### src/rtl/lib_hndsk_rr_arb.sv
// N-to-1 round-robin arbiter with packet lock feeding one registered valid/ready output stage.
// A requester that wins with a non-last beat holds the output until its last beat transfers.
module lib_hndsk_rr_arb #(
    parameter int N       = 4,
    parameter int D_WIDTH = 16,
    localparam int IDW    = $clog2(N)
) (
    input  logic                 clk,
    input  logic                 rst,
    input  logic [N-1:0]         vldi,
    input  logic [N-1:0]         lasti,
    input  logic [N*D_WIDTH-1:0] datai,
    output logic [N-1:0]         rdyi,
    output logic                 vldo,
    output logic                 lasto,
    output logic [D_WIDTH-1:0]   datao,
    output logic [IDW-1:0]       srco,
    input  logic                 rdyo
);

    localparam logic [0:0] ST_ARB  = 1'b0;
    localparam logic [0:0] ST_LOCK = 1'b1;

    logic [0:0]   state;
    logic [IDW-1:0] ptr;
    logic [IDW-1:0] lock_id;

    logic           acc;
    logic [IDW:0]   pick;
    logic [IDW-1:0] sel;
    logic           sel_en;
    logic           xfer;
    logic           sel_last;
    logic [D_WIDTH-1:0] sel_data;

    // Returns {found, index} of the first requester at or after start, wrapping at N-1.
    function automatic logic [IDW:0] rr_pick(input logic [N-1:0] req, input logic [IDW-1:0] start);
        logic [IDW:0] res;
        int idx;
        res = '0;
        for (int j = 0; j < N; j++) begin
            idx = int'(start) + j;
            if (idx >= N) idx = idx - N;
            if (!res[IDW] && req[idx]) res = {1'b1, IDW'(idx)};
        end
        return res;
    endfunction

    function automatic logic [IDW-1:0] ptr_after(input logic [IDW-1:0] k);
        return (k == IDW'(N - 1)) ? '0 : k + 1'b1;
    endfunction

    assign acc = !vldo || rdyo;

    always_comb begin
        pick   = rr_pick(vldi, ptr);
        sel    = (state == ST_LOCK) ? lock_id : pick[IDW-1:0];
        sel_en = (state == ST_LOCK) || pick[IDW];
        rdyi   = '0;
        if (!rst && sel_en) rdyi[sel] = acc;
    end

    assign xfer     = vldi[sel] && rdyi[sel];
    assign sel_last = lasti[sel];
    assign sel_data = datai[sel*D_WIDTH +: D_WIDTH];

    // Output stage: refilled on any input transfer, emptied when drained with nothing to replace it.
    always_ff @(posedge clk or posedge rst) begin
        if (rst) begin
            vldo    <= 1'b0;
            lasto   <= 1'b0;
            datao   <= '0;
            srco    <= '0;
            ptr     <= '0;
            state   <= ST_ARB;
            lock_id <= '0;
        end else if (acc) begin
            if (xfer) begin
                vldo  <= 1'b1;
                datao <= sel_data;
                lasto <= sel_last;
                srco  <= sel;
                if (sel_last) begin
                    state <= ST_ARB;
                    ptr   <= ptr_after(sel);
                end else begin
                    state   <= ST_LOCK;
                    lock_id <= sel;
                end
            end else begin
                vldo <= 1'b0;
            end
        end
    end

endmodule

### config.mk
export PLATFORM = sky130hd
export DESIGN_NAME = lib_hndsk_rr_arb
export DESIGN_NICKNAME = d
export VERILOG_FILES = /design/src/rtl/lib_hndsk_rr_arb.sv
export SDC_FILE = /design/constraint.sdc
export NUM_CORES = 1
export LEC_CHECK = 0
export BUFFER_PORTS_ARGS = -buffer_cell sky130_fd_sc_hd__buf_2
export CELL_PAD_IN_SITES_DETAIL_PLACEMENT = 0
export CELL_PAD_IN_SITES_GLOBAL_PLACEMENT = 1
export CORE_MARGIN = 2
export CORE_UTILIZATION = 32
export CTS_CLUSTER_DIAMETER = 30
export CTS_CLUSTER_SIZE = 16
export DETAILED_ROUTE_END_ITERATION = 8
export MAX_ROUTING_LAYER = met4
export PLACE_DENSITY_LB_ADDON = 0.12
export SLEW_MARGIN = 0
export SYNTH_ARGS = -nofsm -noshare
export SYNTH_HDL_FRONTEND = slang
export SYNTH_SLANG_ARGS = --single-unit
### constraint.sdc
create_clock -name clk -period 4.3 [get_ports clk]
set_input_delay 0.43 -clock clk [delete_from_list [all_inputs] [get_ports clk]]
set_output_delay 0.43 -clock clk [all_outputs]
set_load 0.01 [all_outputs]
Word level (Yosys, flattened, before mapping)
Cells that the tools add are included.

Add/subtract/negate cells: 8. $lt $le $gt $ge: 10. Equal/unequal tests: 1. Shift-type cells: 1. Multiplexer cells: 33. Bitwise operators: 2. Reductions and logical operators: 16.

Operator list (number): $lt 32x4->1 const B (4); $mux 32 (4); $shiftx 64x7->16 (1); $bmux 1 s2 (7); $mux 1 (14); $mux 3 (4); $sub 3x3->4 const B (3); $ge 3x3->1 const B (3); $add 2x2->3 const B (2); $logic_and 1x1->1 (6); $reduce_and 3->1 (2); $logic_not 1->1 (5); $and 4x4->4 (1); $mux 2 (2); $mux 4 (1); $sub 2x3->4 const B (1); $add 2x1->3 const B (1); $ge 2x3->1 const B (1); $lt 2x3->1 const B (1); $add 2x1->2 const B (1); $demux 1 s2 (1); $eq 2x2->1 const B (1); $ge 2x1->1 const B (1); $logic_or 1x1->1 (2); 2 further kinds (2).

Register bits after elaboration: 25. Input bits: 75. Output and inout port bits: 24. Word-level logic and storage cells: 78.

Depth between registers and ports, before layout
Depth in word-level cells: 26. Mapped depth: 15. Depth with buffers taken out: 11.

Worst setup path after synthesis
No wires, ideal clock.

Path kind: input to register. Start point: input vldi[0]. End point: register datao[0]. Library setup time: 0.125 ns. Data arrival time: 3.017 ns. Data required time: 4.175 ns. Setup slack: 1.159 ns. Cell stages on the path: 15. Buffers on the path: 4. Path through: buf_6 a21o_1 a21oi_1 o22ai_1 o21a_1 inv_1 buf_2 buf_2 ha_1 nand2_1 a21oi_1 a21oi_1 a221oi_1 buf_2 mux2_2.

Longest elaborated chain between the ends: 24.

Ends and longest elaborated chain: from (decl) (RTL line 10) `input logic [N-1:0] vldi,`; $bmux 1 s2 (RTL line 44) `if (!res[IDW] && req[idx]) res = {1'b1, IDW'(idx)};`; $mux 1 (implied by the code) (2 in a row) (RTL line 44); $mux 3 (RTL line 44); $logic_not 1->1 (RTL line 44); $logic_and 1x1->1 (RTL line 44); $mux 3 (RTL line 44); $logic_not 1->1 (RTL line 44); $logic_and 1x1->1 (RTL line 44); [7 not listed]; $mux 1 (implied by the code) (RTL line 60) `if (!rst && sel_en) rdyi[sel] = acc;`; $demux 1 s2 (RTL line 60); $and 4x4->4 (no source line); $mux 4 (RTL line 60); $bmux 1 s2 (RTL line 63) `assign xfer = vldi[sel] && rdyi[sel];`; $mux 1 (implied by the code) (RTL line 63); $logic_and 1x1->1 (RTL line 63); $reduce_and 2->1 (no source line); to (signal assigned) (RTL line 80) `datao <= sel_data;`; to (decl) (RTL line 16) `output logic [D_WIDTH-1:0] datao,`.

Several ways; a longest one is shown, not always the timed one. The select of a mux whose other input is x is not followed. A chain may end at the register's enable or synchronous reset.

Worst setup path in the final report
Start point: register ptr[0]. End point: register datao[3].

Longest elaborated chain between the ends: 26.

Ends and longest elaborated chain: from (decl) (RTL line 25) `logic [IDW-1:0] ptr;`; from (signal assigned) (RTL line 85) `ptr <= ptr_after(sel);`; branches (longest 14 deep; another with $sub 3x3->4); $mux 3 * (RTL line 44); $mux 2 (RTL line 57) `sel = (state == ST_LOCK) ? lock_id : pick[IDW-1:0];`; $lt 2x3->1 (implied by the code) / $ge 2x1->1 (equally long branches) (RTL line 60); $logic_and 1x1->1 (implied by the code) (RTL line 60); $mux 1 (implied by the code) (RTL line 60); $demux 1 s2 (RTL line 60); $and 4x4->4 (no source line); $mux 4 (RTL line 60); $bmux 1 s2 (RTL line 63); $mux 1 (implied by the code) (RTL line 63); $logic_and 1x1->1 (RTL line 63); $reduce_and 2->1 (no source line).

Mark *: on every way between the ends. The select of a mux whose other input is x is not followed.

==> results.ini <==
[status]
status = complete, no violations

[die]
pin_count = 99
die_area_mm2 = 0.00614
die_w_um = 78.3
dieHeight_um = 78.3
start_util_pct = 32.7
core_mm2 = 0.00541
rows = 27

[routing]
route.detailed.drc = 0
drt_first_pass_iters = 4
ant_nets = 0
first_iter_violations = 66
routedWlPerCell_um = 13.2
routed_wl_mm = 4.29
vias = 1559
vias_per_cell = 4.80

[cts]
cts_tree = yes
cts.clk_slew.worst_paths_ns = 0.08
insertion_delay_ns = 0.26
holdBufCountCts = 0
htreeDepth = 1
cts_setup_buffers = 0
clockBufferDepth = 2
clock_sinks = 25
cts-root-buf = clkbuf_8
numCtsBuffers = 3
cts_resized = 0

[setup_path]
crit_type = flip-flop to flip-flop
crit_path_max_fanout = 26
crit_required_ns = 4.45
crit_arrival_ns = 3.33
endpoint_kind = flip-flop
worstSetupStartpointType = flip-flop

[timing]
slew_viol_final = 0
layout_setup_ws_ns = 1.12
post-route-min-period_ns = 3.18
final-hold-violation-count = 0
max_slew.worst_pin.slew_ns = 0.921
totalNegativeSetupSlack_ns = 0
skew_ns = 0.00187
fmax_ghz = 0.315
finalSetupViolCount = 0
slew_headroom_pct = 38.5
grt_setup_unrepaired = no
fin_crit_sh_pct = 73.9

[grt]
grt_pass1_vias = 1551
antenna_found_initial = 0
grt_usage_pct = 14.7
overflow = 0
grt_pass1_wl_mm = 7.06
grt_max_degree = 27

[synthesis]
synth_warnings = 0
synthesis.nets = 236
synthCells = 160
avgSynthCellArea_um2 = 11.0
postSynth.asyncResetShare_pct = 100
ys_types = 32
synth_edf_count = 0
syn_area_mm2 = 0.00177
synth_area_leaders = dfrtp_1 (35%), mux2i_1 (27%), mux2_2 (13%)
synth_seq_cells = 25
yosys_most_used_dff = dfrtp_1
synth_top_cell_by_area = dfrtp_1
ys_seq_area_share_pct = 35.4
synth.top_cell.area_share_pct = 35.4

[power_and_ir_drop]
peakVddDrop_uv = 255
power_leakage_nw = 1.21
p_per_area_mw_per_mm2 = 663

[placed_design]
place_inst = 321
post-place-ws_ns = 0.866
dp_hpwl_mm = 3.37
placed_area_mm2 = 0.00231
numPortBuffers = 98
gp_congestion = 0.892

[final_layout]
layout_common_cells = buf_2 (98), mux2i_1 (48), dfrtp_1 (25)
fin_cells = 325
final_common_cell = buf_2
area_growth_pct = 33.5
drive_above_1_share_pct = 52.2
final_nets = 330
final_area_mm2 = 0.00236
antenna_cells = 0
final.fill_count = 581

[min_path]
hold_class = input port to asynchronous set/reset pin

[flow_run]
cap_violations = 0

-- stage by stage --
step                      hold WS [ns]  total power [mW]  utilization, %
after floorplan                  0.457              1.18               -
after global placement           0.486              1.45            42.8
after detailed placement         0.490              1.45            42.8
after CTS                        0.415              1.59            43.7
after global routing             0.473              1.70            43.7
final                            0.368              1.57            43.7
-- layout make-up --
class                      instances  area [um2]  area share, %
multi-input combinational        115        1060           44.9
sequential                        25         626           26.5
timing repair buffer             100         505           21.4
tap                               72        90.1           3.82
clock buffer                       4        45.0           1.91
inverter                           9        33.8           1.43
-- cells by family (layout without fill, tap and decap cells) --
group	Yosys count	after routing	share of synthesized area (%)
AND/OR/NAND/NOR	22	22	6.51
buffers and inverters	20	113	5.66
AO/OA/AOI/OAI	23	23	11.2
multiplexers	69	69	40.6
adder cells (fa/ha/maj)	1	1	0.708
flip-flops	25	25	35.4
-- critical path, stage by stage (launching register included) --
cell      delay (ns)
dfrtp_1         0.41
nor2b_1         0.08
a211o_1         0.26
a221o_1         0.38
and2_4          0.28
inv_1           0.23
ha_1            0.20
nand2_1         0.09
a21oi_1         0.12
a21oi_1         0.09
a221oi_4        0.23
buf_4           0.31
mux2_2          0.37
-- per-layer routing --
layer / global-route usage [%] / part of all wire (%) / up-vias
met5: - / 0 / -
met1: 19.2 / 44 / 727
met3: 2.76 / 6.8 / 2
met2: 23.9 / 49 / 55
li1: - / - / 775
met4: 3.51 / 0.35 / 0
-- flip-flops by register name, indices dropped and copies added (netlist names) --
signal	cells
vldo	1
datao	16
lock_id	2
srco	2
ptr	2
lasto	1
state	1
-- where the power goes --
group	switching, mW	internal [mW]	leakage [nW]
sequential	0.0680	0.357	0.297
combinational	0.503	0.500	0.889
clock	0.0715	0.0662	0.0228
-- path summary, 6_finish.rpt --
kind                            startpoint         to  slack (ns)  cells past startpoint
worst max-delay path                ptr[0]   datao[3]        1.12                     12
worst min-delay path                   rst     ptr[0]        0.37                      2
worst max register to register      ptr[0]   datao[3]        1.12                     12
worst min register to register   datao[11]  datao[11]        0.50                      1
max in group asynchronous              rst   datao[1]        3.37                      2
min in group clk                 datao[11]  datao[11]        0.50                      1
-- Yosys cell counts (2+ instances only) --
master,number
buf_6,2
o311a_1,2
nor2b_1,2
a21oi_1,5
mux2_2,21
o21ai_0,2
nor2_1,4
dfrtp_1,25
nor3_1,4
or3_1,2
o21ba_2,2
nand2_1,4
nand3_1,2
mux2i_1,48
inv_1,9
buf_2,8
o21bai_1,2
a211o_1,2
(Power assumes the default switching activity.)
